<file path="src/rtl/ifetch_queue_pkg.sv">
// Shared constants and payload layout for the instruction fetch queue.
package ifetch_queue_pkg;

    localparam logic [31:0] IFQ_RESET_PC = 32'h0000_0000;
    localparam logic [31:0] NOP_INSTR    = 32'h0000_0000;

    typedef struct packed {
        logic [31:0] instr;
        logic [31:0] pc_4;
    } ifq_entry_t;

    function automatic logic [31:0] word_align(input logic [31:0] addr);
        return {addr[31:2], 2'b00};
    endfunction

endpackage

</file>
<file path="src/rtl/ifq_fifo.sv">
// Synchronous FIFO with clear; head is read combinationally from storage.
// Latency: push visible at head the cycle after; backpressure: push ignored when full, pop ignored when empty.
module ifq_fifo #(
    parameter int WIDTH = 32,
    parameter int DEPTH = 4
) (
    input  logic                     clk,
    input  logic                     rst_n,
    input  logic                     push,
    input  logic [WIDTH-1:0]         push_dat,
    input  logic                     pop,
    input  logic                     clear,
    output logic [WIDTH-1:0]         head_dat,
    output logic                     full,
    output logic                     empty,
    output logic [$clog2(DEPTH):0]   count
);

    localparam int AW = $clog2(DEPTH);
    localparam int CW = AW + 1;

    logic [WIDTH-1:0] mem_q [DEPTH];
    logic [AW-1:0]    wr_ptr_q, wr_ptr_d;
    logic [AW-1:0]    rd_ptr_q, rd_ptr_d;
    logic [CW-1:0]    count_q, count_d;
    logic             do_push, do_pop;

    assign empty    = (count_q == '0);
    assign full     = (count_q == CW'(DEPTH));
    assign count    = count_q;
    assign head_dat = mem_q[rd_ptr_q];

    // Clear wins over both push and pop in the same cycle.
    assign do_push = push && !full && !clear;
    assign do_pop  = pop && !empty && !clear;

    always_comb begin
        wr_ptr_d = wr_ptr_q;
        rd_ptr_d = rd_ptr_q;
        count_d  = count_q;
        if (clear) begin
            wr_ptr_d = '0;
            rd_ptr_d = '0;
            count_d  = '0;
        end else begin
            if (do_push) wr_ptr_d = wr_ptr_q + AW'(1);
            if (do_pop)  rd_ptr_d = rd_ptr_q + AW'(1);
            count_d = count_q + CW'(do_push) - CW'(do_pop);
        end
    end

    always_ff @(posedge clk or negedge rst_n) begin
        if (!rst_n) begin
            wr_ptr_q <= '0;
            rd_ptr_q <= '0;
            count_q  <= '0;
        end else begin
            wr_ptr_q <= wr_ptr_d;
            rd_ptr_q <= rd_ptr_d;
            count_q  <= count_d;
        end
    end

    always_ff @(posedge clk) begin
        if (do_push) mem_q[wr_ptr_q] <= push_dat;
    end

    a_no_overflow: assert property (@(posedge clk) disable iff (!rst_n) !(push && full && !clear));

endmodule

</file>
<file path="src/rtl/ifetch_queue.sv">
// Fetch front end: owns the fetch PC, issues in-order imem requests, buffers {instr, pc+4} for decode.
// Latency: response visible to decode the cycle after it arrives; backpressure: credits stop requests when buffered+in-flight reaches DEPTH.
module ifetch_queue
    import ifetch_queue_pkg::*;
#(
    parameter int          DEPTH    = 4,
    parameter logic [31:0] RESET_PC = IFQ_RESET_PC
) (
    input  logic        clk,
    input  logic        rst,
    input  logic        redirect_valid,
    input  logic [31:0] redirect_pc,
    output logic        imem_req_valid,
    input  logic        imem_req_ready,
    output logic [31:0] imem_req_addr,
    input  logic        imem_resp_valid,
    input  logic [31:0] imem_resp_data,
    output logic        out_valid,
    input  logic        out_ready,
    output logic [31:0] out_instr,
    output logic [31:0] out_pc_4
);

    localparam int            CW      = $clog2(DEPTH) + 1;
    localparam logic [CW:0]   DEPTH_W = (CW+1)'(DEPTH);

    logic [31:0]   fetch_pc_q, fetch_pc_d;
    logic [CW-1:0] inflight_q, inflight_d;
    logic [CW-1:0] drop_q, drop_d;
    logic          run_q, run_d;

    ifq_entry_t    buf_head, buf_push_dat;
    logic [CW-1:0] buf_count, tag_count;
    logic          buf_full, buf_empty, tag_full, tag_empty;
    logic [31:0]   tag_head, tag_push_dat;

    logic          req_fire, resp_take, resp_keep, buf_pop;
    logic [CW:0]   credit_used;
    logic          unused_tag_status;

    // Buffered entries plus every outstanding request (including ones to be dropped) consume a slot.
    assign credit_used    = {1'b0, buf_count} + {1'b0, inflight_q};
    assign imem_req_valid = run_q && (credit_used < DEPTH_W) && !redirect_valid;
    assign imem_req_addr  = fetch_pc_q;
    assign req_fire       = imem_req_valid && imem_req_ready;
    assign tag_push_dat   = fetch_pc_q + 32'd4;

    // A response with nothing outstanding belongs to a pre-reset request and is ignored.
    assign resp_take = imem_resp_valid && (inflight_q != '0);
    assign resp_keep = resp_take && (drop_q == '0) && !redirect_valid;
    assign buf_pop   = out_valid && out_ready && !redirect_valid;

    assign buf_push_dat = '{instr: imem_resp_data, pc_4: tag_head};

    assign out_valid = !buf_empty;
    assign out_instr = buf_empty ? NOP_INSTR : buf_head.instr;
    assign out_pc_4  = buf_empty ? 32'h0 : buf_head.pc_4;

    always_comb begin
        fetch_pc_d = fetch_pc_q;
        drop_d     = drop_q;
        run_d      = 1'b1;
        inflight_d = inflight_q + CW'(req_fire) - CW'(resp_take);
        if (req_fire) fetch_pc_d = fetch_pc_q + 32'd4;
        if (resp_take && (drop_q != '0)) drop_d = drop_q - CW'(1);
        if (redirect_valid) begin
            fetch_pc_d = word_align(redirect_pc);
            drop_d     = inflight_d;
        end
    end

    always_ff @(posedge clk or negedge rst) begin
        if (!rst) begin
            fetch_pc_q <= RESET_PC;
            inflight_q <= '0;
            drop_q     <= '0;
            run_q      <= 1'b0;
        end else begin
            fetch_pc_q <= fetch_pc_d;
            inflight_q <= inflight_d;
            drop_q     <= drop_d;
            run_q      <= run_d;
        end
    end

    ifq_fifo #(.WIDTH($bits(ifq_entry_t)), .DEPTH(DEPTH)) u_buf_fifo (
        .clk      (clk),
        .rst_n    (rst),
        .push     (resp_keep),
        .push_dat (buf_push_dat),
        .pop      (buf_pop),
        .clear    (redirect_valid),
        .head_dat (buf_head),
        .full     (buf_full),
        .empty    (buf_empty),
        .count    (buf_count)
    );

    // Tag queue holds pc+4 for each live outstanding request, in issue order.
    ifq_fifo #(.WIDTH(32), .DEPTH(DEPTH)) u_tag_fifo (
        .clk      (clk),
        .rst_n    (rst),
        .push     (req_fire),
        .push_dat (tag_push_dat),
        .pop      (resp_keep),
        .clear    (redirect_valid),
        .head_dat (tag_head),
        .full     (tag_full),
        .empty    (tag_empty),
        .count    (tag_count)
    );

    assign unused_tag_status = ^{tag_full, tag_empty, tag_count, buf_full};

    a_drop_bound: assert property (@(posedge clk) disable iff (!rst) drop_q <= inflight_q);
    a_tag_track:  assert property (@(posedge clk) disable iff (!rst) tag_count == (inflight_q - drop_q));

endmodule
</file>
<file path="config.mk">
export PLATFORM = sky130hd
export DESIGN_NAME = ifetch_queue
export DESIGN_NICKNAME = d
export VERILOG_FILES = /design/src/rtl/ifetch_queue_pkg.sv /design/src/rtl/ifq_fifo.sv /design/src/rtl/ifetch_queue.sv
export SDC_FILE = /design/constraint.sdc
export NUM_CORES = 1
export LEC_CHECK = 0
export BUFFER_PORTS_ARGS = -buffer_cell sky130_fd_sc_hd__buf_2
export CAP_MARGIN = 15
export CELL_PAD_IN_SITES_DETAIL_PLACEMENT = 0
export CELL_PAD_IN_SITES_GLOBAL_PLACEMENT = 1
export CORE_MARGIN = 2
export CORE_UTILIZATION = 53
export CTS_BUF_LIST = sky130_fd_sc_hd__clkbuf_8
export DETAILED_ROUTE_END_ITERATION = 6
export GPL_TIMING_DRIVEN = 0
export PLACE_DENSITY = 0.9
export SETUP_SLACK_MARGIN = 0.1
export SYNTH_ARGS = -nofsm -noshare
export SYNTH_HDL_FRONTEND = slang
export SYNTH_SLANG_ARGS = --single-unit
</file>
<file path="constraint.sdc">
create_clock -name clk -period 4.05 [get_ports clk]
set_input_delay 0.2025 -clock clk [delete_from_list [all_inputs] [get_ports clk]]
set_output_delay 0.2025 -clock clk [all_outputs]
set_load 0.05 [all_outputs]
</file>
# After elaboration in Yosys (flattened, before gate mapping)

Memory sizes are Yosys's and may differ from the RTL's.
Index checks and enable logic that the tools add are counted.

Flip-flop bits (word level): 53
Word-level logic and storage cells: 81
RAM bits: 384
Output and inout port bits: 98
Memories kept: 2
Bits of input ports: 70

Reduce and logical (&&, ||, !) cells: 33
Equal/unequal tests: 2
Order comparisons: 1
Muxes and demuxes: 20
$add $sub $neg: 13

Memory list:

| memory           | depth | bits a word | rd ports | clocked after memory_dff | write ports | RTL line       | source |
|---|---|---|---|---|---|---|---|
| u_buf_fifo.mem_q | 4     | 64          | 1        | 0                        | 1           | ifq_fifo.sv:22 | `logic [WIDTH-1:0] mem_q [DEPTH];` |
| u_tag_fifo.mem_q | 4     | 32          | 1        | 0                        | 1           | ifq_fifo.sv:22 |  |

Operators by type and width:

| cell                  | count |
|---|---|
| $mux 32               | 4 |
| $add 32x3->32 const B | 1 |
| $logic_and 1x1->1     | 17 |
| $mux 2                | 8 |
| $mux 3                | 4 |
| $reduce_bool 2->1     | 6 |
| $add 3x1->3           | 3 |
| $logic_not 3->1       | 3 |
| $sub 3x1->3           | 3 |
| $add 2x1->2 const B   | 4 |
| $eq 3x3->1 const B    | 2 |
| $reduce_bool 3->1     | 2 |
| $logic_not 1->1       | 5 |
| $add 3x3->4           | 1 |
| $lt 4x3->1 const B    | 1 |
| $mux 1                | 4 |
| $sub 3x1->3 const B   | 1 |

# Depth between registers and ports, before layout

Gate-level depths: netlist of the first run.

Depth in word-level cells: 10
Mapped depth: 15
Gate-level depth less buffers: 13

# By module

Synthesis of the first run repeated with hierarchy kept, for this count alone.

Cells, all modules: 979
Area total of the unflattened synthesis: 17933.4 um^2

Modules (own cells, without submodules):

| module                | area an instance (um^2) | times used | sequential area each (um^2) | cells an instance |
|---|---|---|---|---|
| ifq_fifo (u_buf_fifo) | 9696.8                  | 1          | 7862.5                      | 381 |
| ifq_fifo (u_tag_fifo) | 5132.4                  | 1          | 4018.9                      | 215 |
| ifetch_queue          | 3104.2                  | 1          | 925.9                       | 383 |

# Least setup slack after synthesis of the first run

No wires, ideal clock.

Path type: register to register
Start: register drop_q[0]
End: memory u_buf_fifo.mem_q[0][10] in the netlist's numbering (enable)
Path slack: 0.891 ns
Data required time: 3.624 ns
Buffers on the path: 0
Setup time: 0.426 ns
Period minus slack after synthesis: 3.159 ns
Arrival time: 2.733 ns
Stages on the path, launching flop included: 6
Cell sequence: dfrtp_1 -> inv_1 -> ha_1 -> nand2b_1 -> a2111oi_2 -> and2_1

Word-level cells in the longest chain between the ends: 7

Ends and longest elaborated chain:

| item                           | RTL line           | source |
|---|---|---|
| from (decl)                    | ifetch_queue.sv:29 | `logic [CW-1:0] drop_q, drop_d;` |
| from (signal assigned)         | ifetch_queue.sv:81 | `drop_q <= drop_d;` |
| $logic_not 3->1                | ifetch_queue.sv:50 | `assign resp_keep = resp_take && (drop_q == '0) && !redirect_valid;` |
| $logic_and 1x1->1 (2 in a row) | ifetch_queue.sv:50 |  |
| $logic_and 1x1->1 (2 in a row) | ifq_fifo.sv:34     | `assign do_push = push && !full && !clear;` |
| $mux 1                         | ifq_fifo.sv:65     | `if (do_push) mem_q[wr_ptr_q] <= push_dat;` |
| $mux 1 (not written as such)   | ifq_fifo.sv:65     |  |
| to (decl)                      | ifq_fifo.sv:22     |  |

Every way passes these cells.

# Worst setup path in the final report of the first run

Start: register u_buf_fifo.count_q[2] (netlist: u_buf_fifo.count[2])
End: register drop_q[2]

Word-level cells in the longest chain between the ends: 8

Ends and longest elaborated chain:

| item                           | RTL line           | source |
|---|---|---|
| from (decl)                    | ifq_fifo.sv:25     | `logic [CW-1:0] count_q, count_d;` |
| from (signal assigned)         | ifq_fifo.sv:60     | `count_q <= count_d;` |
| $add 3x3->4                    | ifetch_queue.sv:42 | `assign credit_used = {1'b0, buf_count} + {1'b0, inflight_q};` |
| $lt 4x3->1                     | ifetch_queue.sv:43 | `assign imem_req_valid = run_q && (credit_used < DEPTH_W) && !redirect_valid;` |
| $logic_and 1x1->1 (2 in a row) | ifetch_queue.sv:43 |  |
| $logic_and 1x1->1              | ifetch_queue.sv:45 | `assign req_fire = imem_req_valid && imem_req_ready;` |
| $add 3x1->3                    | ifetch_queue.sv:63 | `inflight_d = inflight_q + CW'(req_fire) - CW'(resp_take);` |
| $sub 3x1->3                    | ifetch_queue.sv:63 |  |
| named net inflight_d[2]        | ifetch_queue.sv:28 | `logic [CW-1:0] inflight_q, inflight_d;` |
| $mux 3                         | ifetch_queue.sv:66 | `if (redirect_valid) begin` |

The timed path passes the listed nets, and every way through them passes these cells.
A chain may end at the register's enable or synchronous reset.

==> results of run 1 <==
-- worst paths after layout --
check	slack [ns]	endpoint	cells past startpoint	start
worst max register to register	0.59	drop_q[2]	15	u_buf_fifo.count[2]
worst max-delay path	0.59	drop_q[2]	15	u_buf_fifo.count[2]
max in group asynchronous	3.26	imem_req_addr[14]	3	rst
min in group asynchronous	0.19	imem_req_addr[25]	2	rst
worst min register to register	0.56	drop_q[1]	2	drop_q[1]
worst min-delay path	0.14	u_buf_fifo.wr_ptr_q[1]	4	redirect_valid
-- sequential cells by signal, indices dropped and copies added, names as in the netlist, 3 cells and up --
signal            cells
drop_q                3
imem_req_addr        30
inflight_q            3
u_buf_fifo.count      3
u_buf_fifo.mem_q    248
u_tag_fifo.count      3
u_tag_fifo.mem_q    120
-- synth_stat cells (all sizes together) (2+ instances only) --
| cell type | n | share of area [%] |
|---|---|---|
| a21o | 3 | 0.13 |
| a21oi | 14 | 0.43 |
| a221o | 6 | 0.36 |
| a22oi | 5 | 0.22 |
| a31oi | 2 | 0.073 |
| a41oi | 2 | 0.10 |
| and2 | 73 | 2.7 |
| and3 | 4 | 0.15 |
| and4 | 4 | 0.20 |
| buf | 30 | 0.90 |
| clkbuf | 28 | 0.61 |
| conb | 2 | 0.044 |
| dfrtp | 51 | 7.4 |
| edfxtp | 368 | 64 |
| fa | 3 | 0.35 |
| ha | 19 | 1.4 |
| inv | 25 | 0.55 |
| mux2i | 6 | 0.35 |
| mux4 | 92 | 12 |
| nand2 | 42 | 0.92 |
| nand2b | 4 | 0.15 |
| nand3 | 20 | 0.71 |
| nand3b | 2 | 0.087 |
| nand4 | 10 | 0.36 |
| nor2 | 31 | 0.68 |
| nor2b | 2 | 0.073 |
| nor3 | 8 | 0.29 |
| nor3b | 3 | 0.13 |
| nor4 | 6 | 0.48 |
| o211ai | 4 | 0.17 |
| o21ai | 20 | 0.58 |
| o311ai | 9 | 0.50 |
| or3 | 5 | 0.18 |
| xnor2 | 27 | 1.4 |
| xor2 | 12 | 0.61 |
-- metal layers --
metal  share of wire [%]  global-route usage [%]  vias up
met1                  43                    28.4     4853
li1                    -                       -     4330
met2                  48                    33.9      375
met3                 7.4                    4.31       53
met5                   0                       0        -
met4                 1.5                    6.18        0
-- critical path, cell delays in order, from the launching register on --
cell and delay, ns:
dfrtp_1 0.43, ha_1 0.29, nor4b_1 0.29, and4b_1 0.23, buf_2 0.30, inv_2 0.16, buf_2 0.24, ha_1 0.29
inv_1 0.05, ha_1 0.13, inv_1 0.05, fa_1 0.37, xnor2_1 0.14, xnor2_1 0.22, nand2_1 0.08, o21ai_0 0.10
-- power by group --
part	leakage [uW]	switching [uW]	total (uW)	internal [uW]
Clock	0.000715	1600	3450	1850
Sequential	0.00396	146	5140	4990
Combinational	0.00275	2670	3850	1180
-- metrics by stage --
step / total power (uW) / cell area (um2)
after global routing: 13000 / 20600
final: 12400 / 20600
after CTS: 12600 / 20600
after global placement: 9000 / 18600
after floorplan: 8100 / 17200
after detailed placement: 9070 / 18700
-- cell usage in the layout (no fill, tap or decap), drive strengths merged, types with 4 or more instances in the layout --
master       netlist  final
o211ai             4      4
clkinv             0     24
mux2i              6      6
a21oi             14     14
edfxtp           368    368
buf               30    196
xor2              12     12
and2              73     73
o21ai             20     20
a22oi              5      5
nor4               6      6
nor2              31     31
mux4              92     92
inv               25     42
nand4             10     10
nor3               8      8
clkbuf            28    100
conb               2      5
nand2b             4      4
a221o              6      6
dlygate4sd3        0     64
dfrtp             51     51
nand3             20     20
and3               4      4
and4               4      4
o311ai             9      9
xnor2             27     27
nand2             42     42
or3                5      5
ha                19     19
-- layout make-up --
class | instances | area share, %
buffer | 58 | 1.26
multi-input combinational | 453 | 22.1
clock inverter | 47 | 1.43
sequential | 419 | 59.7
timing repair buffer | 230 | 7.60
clock buffer | 72 | 4.80
inverter | 25 | 0.455
tap | 435 | 2.64
-- logic make-up after synthesis --
group | after synthesis | synth area share (%)
fa+ha+maj | 22 | 1.73
mux | 99 | 12.4
compound gates | 70 | 2.86
xor+xnor | 39 | 1.98
other cells | 2 | 0.0436
flops | 419 | 71.6
buf+inv | 83 | 2.06
simple gates | 218 | 7.28
==> summary.md, run 1 <==
| Metric | Value |
|---|---|
| Via/cell ratio | 5.53 |
| Post-CTS Hold Buffers | 64 |
| Worst EP required | around 4.5 ns |
| Final slew viol count | 0 |
| Die W | between 150 and 200 um |
| Die Ht | 184 um |
| Fmax | 289 MHz |
| Site Rows | 65 |
| NumNets Final | 1347 |
| Wire per inst | 19.8 um |
| Detailed-route wire length | 34.4 mm |
| CTS tree | yes |
| H-tree depth | 3 |
| Setup TNS | 0 ns |
| FF+latch count, synth | 419 |
| Worst vdd ir | 0.327 mV |
| Final Critical Period | 3.46 ns |
| Sequential share of the synthesized area | 71.6% |
| First-pass GRT wire length | approximately 53 mm |
| Setup violators final | 0 |
| RSZ-0062 raised after global routing | no |
| GR Util All Layers | 20.7% |
| Remaining DRCs | 0 |
| Antenna violations before repair | 0 |
| Share of layout cells above drive strength 1 | 30.4% |
| Hold/Removal Path Class | in -> reg |
| First-pass detailed-route iteration total | 5 |
| Max-cap viol count | 0 |
| Asr flop ratio synth | 12.2% |
| Detail Placement HPWL | approximately 22 mm |
| Non-Filler Instances | between 1500 and 2000 |
| Sink Count | 419 |
| Hold WS | 0.145 ns |
| Worst Path Arrival | 3.95 ns |
| Clk root buf | clkbuf_8 |
| Diode count | 0 |
| Least-Margin Pin Slew | slightly below 0.9 ns |
| EDFF count, synth | roughly 370 |
| Ports | 168 |
| Clock Latency Late Sink | 0.58 ns |
| Initial DRC Count | 790 |
| Ys Warns | 0 |
| Synthesis-to-finish area growth | 19.9% |
| Most used flip-flop cell after synthesis | edfxtp_1 |
| PwrDens | roughly 600 nW/um2 |
| Initial Util | 54.1% |
| Cell total after placement | 1556 |
| Period utilisation layout | 85.4% |
| Leak | between 0.007 and 0.008 uW |
| CP max FO | 10 |
| CORE AREA | 31800 um2 |
| Final hold vios | 0 |
| CP startpoint kind | flop |
| Rel. slew slack | between 40 and 50% |
| Avg Cell Area, Syn | 18.1 um2 |
| Area of the die | 33900 um2 |
| Final Skew | 0.0192 ns |
| Place WS | 0.600 ns |
| Total gr overflow | 0 |
| RD Place Congestion | 0.865 |
| Inserted Clock Buffers | 68 |
| IO buf count | ~160 |
| Setup CP Type | reg -> reg |
| Post-CTS Repair Setup Buffers | 0 |
| CP Capture Type | flop |
| Via count | ~9600 |
| Maximum clock path buffer count | 3 |
| Multi-input combinational cell area | 4560 um2 |
| Final antenna-violating net count | 0 |
| Seq. cell area | around 12000 um2 |
| Final WS setup | 0.593 ns |
| Outcome | finished, final reports clean |
| Utilization after layout | 64.9% |
| Mapped Cells | 952 |
| Worst-path clk slew | 0.06 ns |
| Synth cell types | 57 |
| Largest net degree at the start of global routing | 60 |
| Fill cell count | 2181 |
| Vias in the first global route | between 9000 and 10000 |
| Synth Cell Area | 17200 um2 |
| Resized cells post-CTS | 0 |
Note: power is estimated with default switching activity, not from simulation.
==> run 2, diff against run 1 <==
--- a/config.mk
+++ b/config.mk
@@ -15,6 +15,7 @@
 export DETAILED_ROUTE_END_ITERATION = 6
 export GPL_TIMING_DRIVEN = 0
 export PLACE_DENSITY = 0.9
+export REMOVE_ABC_BUFFERS = 1
 export SETUP_SLACK_MARGIN = 0.1
 export SYNTH_ARGS = -nofsm -noshare
 export SYNTH_HDL_FRONTEND = slang
==> summary.md, run 2 (same netlist as run 1, synthesis figures left out) <==
| Metric | Value |
|---|---|
| Outcome | finished, final reports clean (unchanged) |
| Wire per inst | 20.0 um (was 19.8 um) |
| Seq. cell area | 12300 um2 (about the same) |
| Setup TNS | 0 ns (unchanged) |
| Switch share | 35.4% (was 35.5%) |
| CP startpoint kind | flop (unchanged) |
| Most common cell after layout, fill and taps aside | edfxtp_1 (unchanged) |
| Via count | 9338 (was 9611) |
| Combinational share of power | 30.0% (was 30.9%) |
| Final Critical Period | 3.61 ns (was 3.46 ns) |
| Reg with most FFs | u_buf_fifo.mem_q (unchanged) |
| Non-Filler Instances | 1685 (was 1739) |
| Leak | 0.00732 uW (was 0.00743 uW) |
| Die Ht | 184 um (unchanged) |
| Die W | 184 um (unchanged) |
| Worst-path clk slew | 0.06 ns (about the same) |
| Worst EP required | 4.23 ns (was 4.54 ns) |
| Site Rows | 65 (unchanged) |
| Multi-input combinational cell area | 4570 um2 (was 4560 um2) |
| Sink Count | 419 (unchanged) |
| Antenna violations before repair | 0 (unchanged) |
| CP Launch Point | u_buf_fifo.count[2] (unchanged) |
| NetSw | 4390 uW (was 4420 uW) |
| Largest net degree at the start of global routing | 59 (was 60) |
| Max stage delay cell, worst path | and2_2 (was dfrtp_1) |
| First-pass GRT wire length | 52.3 mm (was 53.1 mm) |
| Clock Latency Late Sink | 0.57 ns (was 0.58 ns) |
| Via/cell ratio | 5.54 (was 5.53) |
| Diode count | 0 (unchanged) |
| Pint | 8020 uW (was 8010 uW) |
| Maximum clock path buffer count | 3 (unchanged) |
| Least-Margin Pin Slew | 1.12 ns (was 0.881 ns) |
| Setup CP Type | reg -> reg (unchanged) |
| Clock power frac | 27.7% (about the same) |
| Vias in the first global route | 9469 (was 9805) |
| Inserted Clock Buffers | 68 (unchanged) |
| Worst Path Arrival | 3.78 ns (was 3.95 ns) |
| Setup violators final | 0 (unchanged) |
| Cell total after placement | 1502 (was 1556) |
| Post-CTS Repair Setup Buffers | 0 (unchanged) |
| Detailed-route wire length | 33.7 mm (was 34.4 mm) |
| H-tree depth | 3 (unchanged) |
| Ports | 168 (unchanged) |
| Detail Placement HPWL | 20.0 mm (was 21.9 mm) |
| CORE AREA | 31800 um2 (unchanged) |
| Setup slack, reg-to-reg | 0.44 ns (was 0.59 ns) |
| IO buf count | 161 (unchanged) |
| Final slew viol count | 0 (unchanged) |
| First-pass detailed-route iteration total | 5 (unchanged) |
| Period utilisation layout | 89.1% (was 85.4%) |
| CP Capture Type | flop (unchanged) |
| Final Skew | 0.0222 ns (was 0.0192 ns) |
| Worst vdd ir | 0.352 mV (was 0.327 mV) |
| RD Place Congestion | 0.790 (was 0.865) |
| GR Util All Layers | 20.5% (was 20.7%) |
| Area of the die | 33900 um2 (unchanged) |
| Final antenna-violating net count | 0 (unchanged) |
| NumNets Final | 1293 (was 1347) |
| Hold/Removal Path Class | in -> async (was in -> reg) |
| Max reg flops | 248 (unchanged) |
| Initial DRC Count | 669 (was 790) |
| Utilization after layout | 64.5% (was 64.9%) |
| CTS tree | yes (unchanged) |
| Initial Util | 54.1% (unchanged) |
| R2R cell count | 6 (was 15) |
| Reg-to-Reg End | u_tag_fifo.mem_q[0][29] (was drop_q[2]) |
| RSZ-0062 raised after global routing | no (unchanged) |
| Crit-path cells | ha_1, nor4b_1, and4b_4, inv_2, a21oi_2, and2_2 (was ha_1, nor4b_1, and4b_1, buf_2, inv_2, buf_2, ha_1, inv_1, ha_1, inv_1, fa_1, xnor2_1, xnor2_1, nand2_1, o21ai_0) |
| Max-cap viol count | 0 (unchanged) |
| Critical R2R Launch | u_buf_fifo.count[2] (unchanged) |
| Remaining DRCs | 0 (unchanged) |
| Total gr overflow | 0 (unchanged) |
| PwrDens | 605 nW/um2 (was 602 nW/um2) |
| Largest stage delay, worst path | 0.78 ns (was 0.43 ns) |
| Synthesis-to-finish area growth | 19.1% (was 19.9%) |
| Sequential power share | 42.3% (was 41.3%) |
| CP max FO | 44 (was 10) |
| Rel. slew slack | 25.3% (was 41.2%) |
| Final hold vios | 0 (unchanged) |
| Critical Path End | u_tag_fifo.mem_q[0][29] (was drop_q[2]) |
| Fill cell count | 2176 (was 2181) |
| Share of layout cells above drive strength 1 | 30.2% (was 30.4%) |
| Clk root buf | clkbuf_8 (unchanged) |
| Commonest non-fill, non-tap cells in the layout | edfxtp_1 (368), buf_2 (161), mux4_2 (92), clkbuf_8 (76) (was edfxtp_1 (368), buf_2 (180), mux4_2 (92), clkbuf_8 (72)) |
| Fmax | 277 MHz (was 289 MHz) |
run 2: cell count changes in the layout (fill, tap and decap cells not counted), sizes merged:
| cell | delta |
|---|---|
| buf | -26 |
| clkbuf | -24 |
| clkinv | -7 |
| inv | +6 |
| clkinvlp | -2 |
| bufinv | -1 |
run 2: repair_timing:
action	in CTS	in global routing
endpoints found under the setup margin	126	122
endpoints found under the hold margin	211	0
resized for setup	1	1
hold buffers	64	0
run 2: through the flow:
stage | setup WS, ns | instance area [um2] | power, uW | hold slack (ns)
after floorplan | 0.345 | 17000 | 8060 | -0.0931
after global placement | -0.905 | 18300 | 9020 | 0.407
after detailed placement | -0.396 | 18600 | 9070 | 0.159
after CTS | 0.209 | 20500 | 12600 | 0.0776
after global routing | 0.106 | 20500 | 13000 | 0.125
final | 0.441 | 20500 | 12400 | 0.0893
run 2: power groups by stage:
stage	Combinational, uW	Sequential (uW)	Clock, uW
final	3720	5250	3440
after CTS	3770	5260	3520
after global routing	3990	5300	3710
after detailed placement	3720	5350	0
after floorplan	2540	5510	0
after global placement	3560	5460	0
run 2: cell type report:
| type | instances | share of cell area [%] |
|---|---|---|
| Clock inverter | 43 | 1.16 |
| Inverter | 25 | 0.458 |
| Multi-Input combinational cell | 453 | 22.3 |
| Sequential cell | 419 | 60.2 |
| Timing Repair Buffer | 234 | 8.15 |
| Clock buffer | 76 | 5.10 |
| Tap cell | 435 | 2.66 |
run 2: routing by layer:
layer	part of all wire [%]	vias to the layer above	global-route usage [%]
met5	0	-	0
met4	1.8	0	5.89
met3	6.6	57	4.35
met2	50	316	34.5
met1	42	4739	27.3
li1	-	4226	-
run 2: worst min path at each step:
stage / slack [ns] / end / cells past startpoint / from
after floorplan: -0.09 / drop_q[0] / 0 / rst
after global placement: 0.41 / imem_req_addr[7] / 3 / redirect_pc[7]
after detailed placement: 0.16 / inflight_q[1] / 1 / rst
after CTS: 0.08 / inflight_q[1] / 2 / rst
after global routing: 0.12 / run_q / 2 / rst
final: 0.09 / inflight_q[1] / 2 / rst
run 2: critical path, delay by kind of cell, from the launching register on:
kind                     cells  cell delay [ns]
buffers and inverters        1             0.39
AND/OR/NAND/NOR              3             1.65
adder cells (fa/ha/maj)      1             0.29
flip-flops                   1             0.44
AO/OA/AOI/OAI                1             0.40
==> run 3, diff against run 2 <==
--- a/config.mk
+++ b/config.mk
@@ -14,7 +14,7 @@
 export CTS_BUF_LIST = sky130_fd_sc_hd__clkbuf_8
 export DETAILED_ROUTE_END_ITERATION = 6
 export GPL_TIMING_DRIVEN = 0
-export PLACE_DENSITY = 0.9
+export PLACE_DENSITY = 0.95
 export REMOVE_ABC_BUFFERS = 1
 export SETUP_SLACK_MARGIN = 0.1
 export SYNTH_ARGS = -nofsm -noshare
==> constraint.sdc (replaced) <==
create_clock -name clk -period 4.05 [get_ports clk]
set_input_delay 0.2025 -clock clk [delete_from_list [all_inputs] [get_ports clk]]
set_output_delay 0.2025 -clock clk [all_outputs]
set_load 0.005 [all_outputs]
==> summary.md, run 3 (same netlist as run 1, synthesis figures left out) <==
| Metric | Value |
|---|---|
| Outcome | finished, final reports clean (unchanged) |
| Max reg flops | 248 (unchanged) |
| Setup slack, reg-to-reg | 0.41 ns (was 0.44 ns) |
| Leak | 0.00727 uW (was 0.00732 uW) |
| Via count | 9326 (was 9338) |
| Antenna violations before repair | 0 (unchanged) |
| Final hold vios | 0 (unchanged) |
| Vias in the first global route | 9664 (was 9469) |
| Total power | 10700 uW (was 12400 uW) |
| Final Skew | 0.0129 ns (was 0.0222 ns) |
| Wire per inst | 20.3 um (was 20.0 um) |
| Detailed-route wire length | 34.0 mm (was 33.7 mm) |
| H-tree depth | 2 (was 3) |
| Worst-path clk slew | 0.07 ns (was 0.06 ns) |
| Final antenna-violating net count | 0 (unchanged) |
| Commonest non-fill, non-tap cells in the layout | edfxtp_1 (368), buf_2 (161), mux4_2 (92), clkbuf_8 (65) (was edfxtp_1 (368), buf_2 (161), mux4_2 (92), clkbuf_8 (76)) |
| CORE AREA | 31800 um2 (unchanged) |
| Reg-to-Reg End | drop_q[2] (was u_tag_fifo.mem_q[0][29]) |
| Rel. slew slack | 23.4% (was 25.3%) |
| RD Place Congestion | 0.799 (was 0.790) |
| Initial Util | 54.1% (unchanged) |
| Max-cap viol count | 0 (unchanged) |
| IO buf count | 161 (unchanged) |
| Site Rows | 65 (unchanged) |
| Reg with most FFs | u_buf_fifo.mem_q (unchanged) |
| Initial DRC Count | 730 (was 669) |
| Remaining DRCs | 0 (unchanged) |
| CP max FO | 44 (unchanged) |
| Fmax | 274 MHz (was 277 MHz) |
| Area of the die | 33900 um2 (unchanged) |
| Clk root buf | clkbuf_8 (unchanged) |
| Largest net degree at the start of global routing | 61 (was 59) |
| Worst EP required | 4.47 ns (was 4.23 ns) |
| Period utilisation layout | 90.0% (was 89.1%) |
| Critical R2R Launch | u_buf_fifo.count[2] (unchanged) |
| CP startpoint kind | flop (unchanged) |
| Setup violators final | 0 (unchanged) |
| Fill cell count | 2230 (was 2176) |
| Final slew viol count | 0 (unchanged) |
| Worst vdd ir | 0.383 mV (was 0.352 mV) |
| Synthesis-to-finish area growth | 18.3% (was 19.1%) |
| Setup CP Type | reg -> reg (unchanged) |
| Maximum clock path buffer count | 3 (unchanged) |
| Final WS setup | 0.406 ns (was 0.441 ns) |
| Least-Margin Pin Slew | 1.15 ns (was 1.12 ns) |
| RSZ-0062 raised after global routing | no (unchanged) |
| Inserted Clock Buffers | 61 (was 68) |
| Final Critical Period | 3.64 ns (was 3.61 ns) |
| CTS tree | yes (unchanged) |
| First-pass detailed-route iteration total | 5 (unchanged) |
| Place WS | -0.312 ns (was -0.396 ns) |
| Diode count | 0 (unchanged) |
| Via/cell ratio | 5.56 (was 5.54) |
| R2R cell count | 13 (was 6) |
| First-pass GRT wire length | 52.8 mm (was 52.3 mm) |
| Worst Path Arrival | 4.06 ns (was 3.78 ns) |
| GR Util All Layers | 20.4% (was 20.5%) |
| NumNets Final | 1287 (was 1293) |
| Total gr overflow | 0 (unchanged) |
| CP Capture Type | flop (unchanged) |
| Die Ht | 184 um (unchanged) |
| Most common cell after layout, fill and taps aside | edfxtp_1 (unchanged) |
| Hold/Removal Path Class | in -> async (unchanged) |
| Ports | 168 (unchanged) |
| Clock Latency Late Sink | 0.59 ns (was 0.57 ns) |
| PwrDens | 524 nW/um2 (was 605 nW/um2) |
| Share of layout cells above drive strength 1 | 29.6% (was 30.2%) |
| Detail Placement HPWL | 20.6 mm (was 20.0 mm) |
| Die W | 184 um (unchanged) |
| Sink Count | 419 (unchanged) |
| Post-CTS Repair Setup Buffers | 0 (unchanged) |
## run 3: changes by cell type in the layout (fill, tap and decap cells not counted), sizes merged
cell      before  now
clkbuf        76   65
clkinv        17   20
buf          170  171
clkinvlp       1    0
inv           48   49
## run 3: timing repair
item,4_1_cts,5_1_grt
setup endpoints to repair,124,1
hold endpoints to repair,189,0
hold buffers,64,0
gates cloned,0,0
gates resized for setup,1,1
## run 3: metal layers
layer	up-vias	wire, um	track usage, %
met1	4709	14000	27.1
li1	4215	-	-
met4	0	699	5.89
met2	341	17100	34.7
met3	61	2210	3.97
met5	-	0	0
## run 3: worst max path at each step
stage	start	to	slack (ns)
2_1_floorplan	u_buf_fifo.rd_ptr_q[0]	out_instr[0]	0.51
3_3_place_gp	redirect_valid	u_tag_fifo.mem_q[0][8]	-0.75
3_5_place_dp	redirect_valid	drop_q[2]	-0.31
4_1_cts	inflight_q[2]	drop_q[2]	0.27
5_1_grt	u_buf_fifo.count[2]	drop_q[2]	0.15
6_report	u_buf_fifo.count[2]	drop_q[2]	0.41
## run 3: critical path, stage by stage (launching register included)
cell and delay (ns):
dfrtp_1 0.43, ha_1 0.29, nor4b_1 0.33, and4b_4 0.55, inv_2 0.41, ha_1 0.41
inv_1 0.05, ha_1 0.12, inv_1 0.04, fa_1 0.37, xnor2_1 0.15, xnor2_1 0.15
nand2_1 0.07, o21ai_0 0.10
## run 3: area by class of cell
cell class / count / area [um2] / area share (%)
inverters: 25 / 93.8 / 0.461
repair buffers: 235 / 1700 / 8.34
multi-input cells: 453 / 4570 / 22.4
clock buffers: 65 / 895 / 4.39
flip-flops and latches: 419 / 12300 / 60.5
well taps: 435 / 544 / 2.67
clock inverters: 46 / 236 / 1.16
## run 3: power by group
| group | internal (uW) | switching (uW) | leakage, uW |
|---|---|---|---|
| registers | 4990 | 258 | 0.00395 |
| clock network | 1600 | 1500 | 0.000676 |
| logic | 1170 | 1150 | 0.00264 |
| total | 7760 | 2910 | 0.00727 |
## run 3: per-stage QoR
stage | cells | utilization, % | instance area [um2] | TNS, ns | hold WS (ns)
floorplan | 897 | - | 17000 | 0 | -0.0931
global placement | 1493 | 57.6 | 18300 | -277.64 | 0.406
detailed placement | 1503 | 58.5 | 18600 | -33.44 | 0.219
CTS | 1678 | 64.1 | 20400 | 0 | 0.105
global route | 1678 | 64.1 | 20400 | 0 | 0.158
finish | 1678 | 64.1 | 20400 | 0 | 0.137
